$ cat src/rtl/datagram_receiver_pkg.sv
// Shared link constants and receiver state encoding.
// Also used by datagram_transmitter for beat width and ordering.
package datagram_receiver_pkg;

  localparam int MESSAGE_SIZE = 64;
  localparam int LINK_LANE_W  = 8;
  localparam int LINK_TIMEOUT = 1023;

  typedef enum logic [1:0] {
    IDLE,
    RECV,
    CSUM,
    PEND
  } rx_state_t;

  function automatic int beats_of(int msg_w, int lane_w);
    return (msg_w + lane_w - 1) / lane_w;
  endfunction

endpackage

$ cat src/rtl/datagram_receiver_assembler.sv
// link_beat_assembler: beat index, LSB-first assembly, XOR, idle timer.
// Ports: clk, rst (async low), start/take/beat/busy, data in;
//   asm_data, xor_acc, last, timeout out.
module link_beat_assembler
  import datagram_receiver_pkg::*;
#(
  parameter int MSG_W   = MESSAGE_SIZE,
  parameter int LANE_W  = LINK_LANE_W,
  parameter int TIMEOUT = LINK_TIMEOUT
) (
  input  logic              clk,
  input  logic              rst,
  input  logic              start,
  input  logic              take,
  input  logic              beat,
  input  logic              busy,
  input  logic [LANE_W-1:0] data,
  output logic [MSG_W-1:0]  asm_data,
  output logic [LANE_W-1:0] xor_acc,
  output logic              last,
  output logic              timeout
);

  localparam int BEATS = beats_of(MSG_W, LANE_W);
  localparam int IW    = (BEATS > 1) ? $clog2(BEATS) : 1;
  localparam int CW    = $clog2(TIMEOUT + 1);

  logic [IW-1:0] idx;
  logic [CW-1:0] idle_cnt;

  always_ff @(posedge clk or negedge rst) begin
    if (!rst) begin
      idx      <= '0;
      xor_acc  <= '0;
      asm_data <= '0;
      idle_cnt <= '0;
    end else begin
      if (start) begin
        idx     <= (BEATS > 1) ? IW'(1) : '0;
        xor_acc <= data;
      end else if (take) begin
        idx     <= idx + 1'b1;
        xor_acc <= xor_acc ^ data;
      end
      // Bits of the last beat beyond MSG_W have no home here.
      for (int k = 0; k < MSG_W; k++) begin
        if ((start && k < LANE_W) ||
            (take && idx == IW'(k / LANE_W)))
          asm_data[k] <= data[k % LANE_W];
      end
      if (beat || !busy)
        idle_cnt <= '0;
      else if (idle_cnt != CW'(TIMEOUT))
        idle_cnt <= idle_cnt + 1'b1;
    end
  end

  assign last    = (idx == IW'(BEATS - 1));
  assign timeout = busy && !beat &&
                   (idle_cnt == CW'(TIMEOUT));

endmodule

$ cat src/rtl/datagram_receiver.sv
// Rebuilds the datagram from the beat-serial link, XOR-checked.
// Ports: clk, rst (async low), link_valid/sof/data, frame_commit;
//   datagram, datagram_valid, err_count, frame_count out.
// DATAGRAM_RX_VBLANK_COMMIT_EN: hold good frames until frame_commit.
module datagram_receiver
  import datagram_receiver_pkg::*;
#(
  parameter int MSG_W   = MESSAGE_SIZE,
  parameter int LANE_W  = LINK_LANE_W,
  parameter int TIMEOUT = LINK_TIMEOUT
) (
  input  logic              clk,
  input  logic              rst,
  input  logic              link_valid,
  input  logic              link_sof,
  input  logic [LANE_W-1:0] link_data,
  input  logic              frame_commit,
  output logic [MSG_W-1:0]  datagram,
  output logic              datagram_valid,
  output logic [7:0]        err_count,
  output logic [7:0]        frame_count
);

  localparam int BEATS = beats_of(MSG_W, LANE_W);
  localparam rx_state_t FIRST = (BEATS == 1) ? CSUM : RECV;

  rx_state_t state_q, state_d, rest;

  logic [MSG_W-1:0]  asm_data;
  logic [LANE_W-1:0] xor_acc;
  logic              last, tmo;
  logic              in_frame, sof, take, csum_beat;
  logic              good, abort, commit;
  logic [MSG_W-1:0]  new_dg;

  assign in_frame  = (state_q == RECV) || (state_q == CSUM);
  assign sof       = link_valid && link_sof;
  assign take      = link_valid && !link_sof && (state_q == RECV);
  assign csum_beat = link_valid && !link_sof && (state_q == CSUM);
  assign good      = csum_beat && (link_data == xor_acc);
  assign abort     = in_frame &&
                     (sof || tmo || (csum_beat && !good));

  link_beat_assembler #(
    .MSG_W   (MSG_W),
    .LANE_W  (LANE_W),
    .TIMEOUT (TIMEOUT)
  ) u_asm (
    .clk      (clk),
    .rst      (rst),
    .start    (sof),
    .take     (take),
    .beat     (link_valid),
    .busy     (in_frame),
    .data     (link_data),
    .asm_data (asm_data),
    .xor_acc  (xor_acc),
    .last     (last),
    .timeout  (tmo)
  );

`ifdef DATAGRAM_RX_VBLANK_COMMIT_EN
  logic [MSG_W-1:0] shadow_q;
  logic             pend_q, pend_d;

  // Commit takes the old shadow even if a new frame lands now.
  assign commit = frame_commit && pend_q;
  assign new_dg = shadow_q;
  assign pend_d = good || (pend_q && !commit);
  assign rest   = pend_d ? PEND : IDLE;

  always_ff @(posedge clk or negedge rst) begin
    if (!rst) begin
      shadow_q <= '0;
      pend_q   <= 1'b0;
    end else begin
      if (good)
        shadow_q <= asm_data;
      pend_q <= pend_d;
    end
  end
`else
  logic unused_frame_commit;

  assign unused_frame_commit = frame_commit;
  assign commit = good;
  assign new_dg = asm_data;
  assign rest   = IDLE;
`endif

  always_ff @(posedge clk or negedge rst) begin
    if (!rst)
      state_q <= IDLE;
    else
      state_q <= state_d;
  end

  always_comb begin
    state_d = state_q;
    if (sof) begin
      state_d = FIRST;
    end else begin
      unique case (state_q)
        RECV: begin
          if (tmo)
            state_d = rest;
          else if (take && last)
            state_d = CSUM;
        end
        CSUM: begin
          if (tmo || csum_beat)
            state_d = rest;
        end
        IDLE, PEND: state_d = rest;
      endcase
    end
  end

  always_ff @(posedge clk or negedge rst) begin
    if (!rst) begin
      datagram       <= '0;
      datagram_valid <= 1'b0;
      err_count      <= '0;
      frame_count    <= '0;
    end else begin
      if (abort && (err_count != 8'hFF))
        err_count <= err_count + 1'b1;
      if (commit) begin
        datagram       <= new_dg;
        datagram_valid <= 1'b1;
        frame_count    <= frame_count + 1'b1;
      end
    end
  end

endmodule

$ cat config.mk
export PLATFORM = sky130hd
export DESIGN_NAME = datagram_receiver
export DESIGN_NICKNAME = d
export VERILOG_FILES = /design/src/rtl/datagram_receiver_pkg.sv /design/src/rtl/datagram_receiver_assembler.sv /design/src/rtl/datagram_receiver.sv
export SDC_FILE = /design/constraint.sdc
export NUM_CORES = 1
export LEC_CHECK = 0
export CORE_ASPECT_RATIO = 0.5
export CORE_MARGIN = 4
export CORE_UTILIZATION = 48
export CTS_BUF_LIST = sky130_fd_sc_hd__clkbuf_4
export CTS_CLUSTER_DIAMETER = 60
export CTS_CLUSTER_SIZE = 10
export DETAILED_ROUTE_END_ITERATION = 16
export PLACE_DENSITY = 0.71
export SLEW_MARGIN = 0
export SYNTH_ARGS = -nofsm -noshare
export SYNTH_HDL_FRONTEND = slang
export SYNTH_HIERARCHICAL = 1
export SYNTH_SLANG_ARGS = --single-unit
export TNS_END_PERCENT = 5
$ cat constraint.sdc
create_clock -name clk -period 2.4 [get_ports clk]
set_input_delay 0.24 -clock clk [delete_from_list [all_inputs] [get_ports clk]]
set_output_delay 0.24 -clock clk [all_outputs]
set_load 0.03 [all_outputs]
==> results of run 1 <==
path summary, 6_finish.rpt:
| check | startpoint | slack (ns) | depth (start not counted) | to |
|---|---|---|---|---|
| min | rst | 0.21 | 2 | frame_count[1]$_DFFE_PN0P_ |
| min in group clk | link_sof | 0.38 | 3 | state_q[0]$_DFFE_PN0P_ |
| max | u_asm/idle_cnt[0]$_DFFE_PN0P_ | 0.21 | 7 | err_count[1]$_DFFE_PN0P_ |
| max reg2reg | u_asm/idle_cnt[0]$_DFFE_PN0P_ | 0.21 | 7 | err_count[1]$_DFFE_PN0P_ |
| min reg2reg | frame_count[7]$_DFFE_PN0P_ | 0.48 | 1 | frame_count[7]$_DFFE_PN0P_ |
| max in group asynchronous | rst | 1.50 | 3 | u_asm/asm_data[13]$_DFFE_PN0P_ |
logic make-up after synthesis:
| logic type | Yosys count | share of synthesized area |
|---|---|---|
| simple gates | 76 | 0.06508 |
| compound gates | 44 | 0.04667 |
| fa+ha+maj | 11 | 0.01967 |
| mux | 135 | 0.2163 |
| xor+xnor | 22 | 0.02754 |
| buf+inv | 32 | 0.02396 |
| flops | 168 | 0.6008 |
report_power, final:
part,internal (mW),switching (mW)
Combinational,0.320,0.309
Sequential,3.07,0.159
Clock,0.886,1.02
area by class of cell:
class                           count  area, µm²
Inverter                           13      48.80
Timing Repair Buffer              110       1110
Clock inverter                     13      202.7
Sequential cell                   168       4204
Fill cell                        1114       5309
Clock buffer                       19      142.6
Antenna cell                        1      2.502
Tap cell                          192      240.2
Multi-Input combinational cell    288       2629
critical path: cells and delay by family, from the launching register on:
kind	cells	cell delay, ns
AO/OA/AOI/OAI	1	0.16
AND/OR/NAND/NOR	4	0.93
multiplexers	1	0.30
adder cells (fa/ha/maj)	1	0.28
flip-flops	1	0.43
through the flow:
| step | worst slack (ns) | area, µm² | cells | total power [mW] | utilization |
|---|---|---|---|---|---|
| after floorplan | 0.2905 | 6998 | 488 | 3.641 | - |
| after global placement | 0.1874 | 8219 | 770 | 3.895 | 0.5918 |
| after detailed placement | 0.1605 | 8219 | 770 | 3.921 | 0.5918 |
| after CTS | 0.1711 | 8574 | 803 | 5.844 | 0.6174 |
| after global routing | 0.02313 | 8579 | 804 | 6.074 | 0.6177 |
| final | 0.2072 | 8579 | 804 | 5.766 | 0.6177 |
flip-flops by register name, indices dropped and copies added, names as in the netlist:
signal and cells:
datagram 64, u_asm/asm_data 64, u_asm/idle_cnt 10, err_count 8
frame_count 8, u_asm/xor_acc 8, u_asm/idx 3, state_q 2
datagram_valid 1
placed cells by master, fill, tap and decap left out, types with 3 or more instances in the layout:
master and instances:
sky130_fd_sc_hd__dfrtp_1 168, sky130_fd_sc_hd__mux2_2 130, sky130_fd_sc_hd__clkdlybuf4s50_1 91, sky130_fd_sc_hd__nand2_1 24, sky130_fd_sc_hd__xnor2_1 19, sky130_fd_sc_hd__clkbuf_4 19, sky130_fd_sc_hd__o21ai_0 14, sky130_fd_sc_hd__inv_1 13
sky130_fd_sc_hd__buf_4 13, sky130_fd_sc_hd__ha_1 10, sky130_fd_sc_hd__nor3_1 9, sky130_fd_sc_hd__a32o_1 8, sky130_fd_sc_hd__nor2_1 6, sky130_fd_sc_hd__inv_6 6, sky130_fd_sc_hd__nand3_1 5, sky130_fd_sc_hd__mux2i_1 5
sky130_fd_sc_hd__and3_1 5, sky130_fd_sc_hd__nand3_2 5, sky130_fd_sc_hd__a31oi_1 5, sky130_fd_sc_hd__nand4_1 4, sky130_fd_sc_hd__a21oi_1 4, sky130_fd_sc_hd__bufinv_16 4, sky130_fd_sc_hd__buf_12 4, sky130_fd_sc_hd__xor2_1 3
sky130_fd_sc_hd__and4_1 3, sky130_fd_sc_hd__nor4_1 3, sky130_fd_sc_hd__a211oi_1 3
repair_timing:
| action | CTS | global route |
|---|---|---|
| hold buffers | 1 | 0 |
| endpoints found under the hold margin | 50 | 0 |
| resized for setup | 0 | 1 |
| setup endpoints to repair | 0 | 2 |
per-layer routing:
metal,up-vias,routed length (µm)
met5,-,0
met4,0,120
li1,1966,-
met2,84,6483
met3,8,589
met1,2178,6242
==> results.txt, run 1 <==
----------------------------------------------------
[Status]
  Status ... finished, final reports clean

[Routing]
  Count of routing violations after the opening detailed-route iteration ... 179
  Total via count in the routed design ... 4236
  Wire length per cell ... 16.71 µm
  Final routed DRC violation total ... 0
  Vias per std cell ... 5.269
  Final routed wirelength across all metal layers ... 13440 µm
  First drt pass iteration count ... 4
  Antenna viol nets, final ... 0

[Clocking]
  Max Root-Sink Buffers ... 2
  Number of buffers created by CTS ... 17
  Clock network latency to the later pin of the worst-skew pair ... 0.54 ns
  Maximum level of the CTS H-tree ... 4
  Post-CTS Setup Repair Bufs ... 0
  Clock root buffer ... sky130_fd_sc_hd__clkbuf_4
  Clock tree from TritonCTS ... done
  Clock sink count ... 168
  Clock-pin slew on the worst setup and hold paths ... 0.16 ns

[Timing]
  Hold Slack ... 0.2092 ns
  Max Clock Skew ... 0.02478 ns
  Total Neg Setup Slack ... 0 ns
  Measured slew at the worst slew-check pin ... 0.5208 ns
  Final critical path time including I/O delays and setup ... 2.193 ns
  Setup-failing EPs final ... 0
  Period Utilization, post-route ... 0.9137
  Peak Freq ... 456.0 MHz
  Slew headroom ... 0.6528
  Unrepaired setup endpoints after global routing ... false
  Count of pins over their slew limit ... 0
  Hold Violations, Final ... 0

[Yosys]
  Syn Nets ... 512
  Most common library cells after synthesis ... sky130_fd_sc_hd__dfrtp_1 (168), sky130_fd_sc_hd__mux2_2 (130), sky130_fd_sc_hd__nand2_1 (24), sky130_fd_sc_hd__xnor2_1 (19), sky130_fd_sc_hd__o21ai_0 (14)
  Biggest area contributors in the synthesized netlist ... sky130_fd_sc_hd__dfrtp_1 (60%), sky130_fd_sc_hd__mux2_2 (21%), sky130_fd_sc_hd__xnor2_1 (2.4%)
  Post-synth top area cell ... sky130_fd_sc_hd__dfrtp_1
  Most frequent cell after synthesis ... sky130_fd_sc_hd__dfrtp_1
  Average footprint of a synthesized cell ... 14.34 µm²
  Number of synthesized register bits ... 168
  Mapped Cells ... 488
  Post-synthesis sequential area ratio ... 0.6008
  Fraction of registers with async set or reset after synthesis ... 1.000
  Post-synthesis instance area ... 0.006998 mm²
  Yosys Warn Count ... 6
  Primary flip-flop cell chosen by synthesis mapping ... sky130_fd_sc_hd__dfrtp_1
  Area share of the leading cell type in the synthesized netlist ... 0.6008
  Count of unique library cells instantiated by Yosys ... 46
  Number of enable flip-flop cells after synthesis ... 0

[Setup path]
  Max FO, Critical Path ... 6
  Startpoint class of the critical path ... flip-flop
  Crit. End Element ... flip-flop
  Cells along the critical path ... ha_2 -> nand4_4 -> or3_4 -> nor2_1 -> nand2b_1 -> o21ai_0 -> mux2_2
  Crit path kind ... flip-flop to flip-flop
  Required time of the critical path ... 2.83 ns
  Critical path arrival ... 2.62 ns
  Largest stage delay, worst path ... 0.45 ns
  Slowest stage cell on the critical path ... sky130_fd_sc_hd__or3_4

[Power and ir drop]
  Total leakage power ... 4.019 nW
  VDD IR max ... 0.0003191 V
  Power per cell area ... 672.1 mW/mm²

[Cells and area]
  Share of post-route cells with drive strength above 1 ... 0.3208
  Nets ... 622
  Layout Area Growth over Synthesis ... 22.60%

[Placed design]
  Routability-driven placement congestion ratio ... 0.8264
  DP HPWL ... 9278 µm
  Port Buffer Count ... 92

[Global routing]
  Aggregate global routing overflow ... 0
  Tot GR Track Use ... 0.1733
  Wire length of the first global-routing pass ... 22380 µm
  Pin count of the biggest net entering global routing ... 57
  Initial antenna violation count ... 1
  Vias in the first global route ... 4373
  Global-route met1 utilization ... 0.2305
  Met2 Track Usage GR ... 0.2831
  GR met3 Demand/Resource ... 0.04927
  Global-route layer with the greatest usage ... met2

[Die]
  Number of rows in the core area ... 30
  Die area ... 0.01669 mm²
  Overall die height ... 93.38 µm
  Die span in x ... 178.8 µm
  Starting density of the core ... 0.5039
  I/O pin cnt ... 94
  Core ar. ... 0.01389 mm²

[Worst hold path]
  Hold Crit Class ... input pin to async pin

[Job]
  Max-capacitance violation count ... 0

----------------------------------------------------
Note: power is estimated with default switching activity, not from simulation.
==> inputs of run 2 (changes only) <==
ABC_AREA = 0   (was default)
CTS_CLUSTER_SIZE = 28   (was 10)
PLACE_DENSITY = default   (was 0.71)
PLACE_DENSITY_LB_ADDON = 0.1   (was default)
==> run 2 against run 1 <==
Against the previous run: critical endpoint unchanged; sequential power about the same; sequential cell count unchanged; non-clock buffer count down 2; routed wire length up 2.2%; critical path depth unchanged; worst setup slack better by 0.012 ns; die area unchanged; clock power down 16%; design area down 0.74%; sequential share of layout area up 0.37 points; largest cell class unchanged; via count down 0.85%; combinational power about the same.
==> results.txt, run 2 (synthesized netlist as in run 1, its figures left out) <==
----------------------------------------------------
[Job]
  Max-capacitance violation count ... 0 (unchanged)

[Timing]
  Unrepaired setup endpoints after global routing ... false
  Peak Freq ... 458.5 MHz (+0.53%)
  Total Neg Setup Slack ... 0 ns (unchanged)
  Hold Slack ... 0.1549 ns (-0.05427 ns)
  Measured slew at the worst slew-check pin ... 0.4706 ns (-0.05018 ns)
  Slew headroom ... 0.6856 (+0.03281)
  Hold Violations, Final ... 0 (unchanged)
  Count of pins over their slew limit ... 0 (unchanged)
  Final critical path time including I/O delays and setup ... 2.181 ns (-0.01153 ns)
  Max Clock Skew ... 0.02605 ns (+0.001275 ns)
  Setup-failing EPs final ... 0 (unchanged)
  Period Utilization, post-route ... 0.9089 (-0.004803)
  Final setup margin ... 0.2187 ns (+0.01153 ns)

[Die]
  I/O pin cnt ... 94 (unchanged)
  Number of rows in the core area ... 30 (unchanged)
  Core ar. ... 0.01389 mm² (unchanged)
  Overall die height ... 93.38 µm (unchanged)
  Die area ... 0.01669 mm² (unchanged)
  Die span in x ... 178.8 µm (unchanged)
  Starting density of the core ... 0.5039 (unchanged)

[Routing]
  Count of routing violations after the opening detailed-route iteration ... 184 (+2.8%)
  Wire length per cell ... 17.15 µm (+2.6%)
  Final routed DRC violation total ... 0 (unchanged)
  Vias per std cell ... 5.243 (-0.48%)
  Antenna viol nets, final ... 0 (unchanged)
  First drt pass iteration count ... 5 (+1)
  Final routed wirelength across all metal layers ... 13740 µm (+2.2%)
  Total via count in the routed design ... 4200 (-0.85%)

[Cells and area]
  Top Registers ... datagram: 64 flops, u_asm/asm_data: 64 flops, u_asm/idle_cnt: 10 flops
  Layout Area Growth over Synthesis ... 21.69%
  Final design utilization ... 0.6132 (-0.004595)
  Share of post-route cells with drive strength above 1 ... 0.3186 (-0.002231)
  Most common cell after layout, fill and taps aside ... sky130_fd_sc_hd__dfrtp_1
  Non-Filler Instances ... 801 (-0.37%)
  Nets ... 620 (-0.32%)
  Fillcell total ... 1110 (-0.36%)
  Final std cell area, no fill ... 0.008516 mm² (-0.74%)
  Top library cells by usage in the layout, fill and taps aside ... sky130_fd_sc_hd__dfrtp_1 (168), sky130_fd_sc_hd__mux2_2 (130), sky130_fd_sc_hd__clkdlybuf4s50_1 (91)
  Count of antenna diodes in the layout ... 0 (-1)

[Power and ir drop]
  Post-layout power ... 5.462 mW (-5.3%)
  Total leakage power ... 3.983 nW (-0.88%)
  VDD IR max ... 0.0004262 V (+34%)
  Power per cell area ... 641.4 mW/mm² (-4.6%)

[Placed design]
  DP HPWL ... 9261 µm (-0.19%)
  Pre-CTS setup slack ... 0.1468 ns (-0.01373 ns)
  Placed insts ... 768 (-0.26%)
  Routability-driven placement congestion ratio ... 0.8275 (+0.13%)
  Port Buffer Count ... 92 (unchanged)
  Post-Place Cell Area ... 0.008217 mm² (about the same)

[Global routing]
  Pin count of the biggest net entering global routing ... 69 (+21%)
  Wire length of the first global-routing pass ... 22810 µm (+1.9%)
  Aggregate global routing overflow ... 0 (unchanged)
  Initial antenna violation count ... 0 (-1)
  Tot GR Track Use ... 0.1749 (+0.001505)
  Vias in the first global route ... 4330 (-0.98%)

[Clocking]
  Clock tree from TritonCTS ... done
  Clock-pin slew on the worst setup and hold paths ... 0.15 ns (about the same)
  Max Root-Sink Buffers ... 2 (unchanged)
  Clock sink count ... 168 (unchanged)
  Clock root buffer ... sky130_fd_sc_hd__clkbuf_4
  Number of buffers created by CTS ... 17 (unchanged)
  Maximum level of the CTS H-tree ... 4 (unchanged)
  Clock network latency to the later pin of the worst-skew pair ... 0.54 ns (about the same)
  Post-CTS Setup Repair Bufs ... 0 (unchanged)

[Setup path]
  Cells on worst reg2reg path ... 7 (unchanged)
  Launch point of the worst reg-to-reg path ... u_asm/idle_cnt[0]$_DFFE_PN0P_
  Critical path arrival ... 2.62 ns (about the same)
  Crit. End Element ... flip-flop
  Startpoint class of the critical path ... flip-flop
  Crit path kind ... flip-flop to flip-flop
  Required time of the critical path ... 2.84 ns (about the same)
  Max FO, Critical Path ... 6 (unchanged)
  Launch point of the worst path ... u_asm/idle_cnt[0]$_DFFE_PN0P_

[Worst hold path]
  Hold Crit Class ... input pin to async pin

[Status]
  Status ... finished, final reports clean

----------------------------------------------------
[run 2: path summary, 6_finish.rpt]
kind | to | slack (ns)
worst max-delay path | err_count[1]$_DFFE_PN0P_ | 0.22
worst min-delay path | err_count[0]$_DFFE_PN0P_ | 0.15
worst max register to register | err_count[1]$_DFFE_PN0P_ | 0.22
worst min register to register | frame_count[7]$_DFFE_PN0P_ | 0.49
max in group asynchronous | u_asm/asm_data[63]$_DFFE_PN0P_ | 1.56
min in group clk | state_q[0]$_DFFE_PN0P_ | 0.37
[run 2: final cells by class]
class	instances	area [µm²]	area share
inverters	13	48.80	0.005730
multi-input cells	288	2629	0.3087
clock inverters	15	158.9	0.01866
well taps	192	240.2	0.02821
flip-flops and latches	168	4204	0.4937
repair buffers	108	1107	0.1300
clock buffers	17	127.6	0.01499
[run 2: metal layers]
| metal | part of all wire | global-route usage | vias to the layer above | wire [µm] |
|---|---|---|---|---|
| li1 | - | - | 1959 | - |
| met5 | 0 | 0 | - | 0 |
| met4 | 0.0082 | 0.04531 | 0 | 112 |
| met3 | 0.050 | 0.04564 | 12 | 680 |
| met1 | 0.48 | 0.2381 | 2153 | 6546 |
| met2 | 0.47 | 0.2815 | 76 | 6396 |
[run 2: repair_timing]
item,4_1_cts,5_1_grt
hold endpoints to repair,140,0
hold buffers,1,0
gates resized for setup,0,1
endpoints found under the setup margin,0,1
[run 2: worst max-delay path, cell delays in order (launching register included)]
cell and delay, ns:
sky130_fd_sc_hd__dfrtp_1 0.44, sky130_fd_sc_hd__ha_2 0.27, sky130_fd_sc_hd__nand4_4 0.15, sky130_fd_sc_hd__or3_4 0.44, sky130_fd_sc_hd__nor2_1 0.17, sky130_fd_sc_hd__nand2b_1 0.15, sky130_fd_sc_hd__o21ai_0 0.16, sky130_fd_sc_hd__mux2_2 0.30
[run 2: power breakdown]
| group | internal (mW) | leakage (nW) | switching [mW] |
|---|---|---|---|
| clock | 0.476 | 0.153 | 1.13 |
| sequential | 3.07 | 2.27 | 0.165 |
| combinational | 0.319 | 1.56 | 0.307 |
| total | 3.86 | 3.98 | 1.60 |
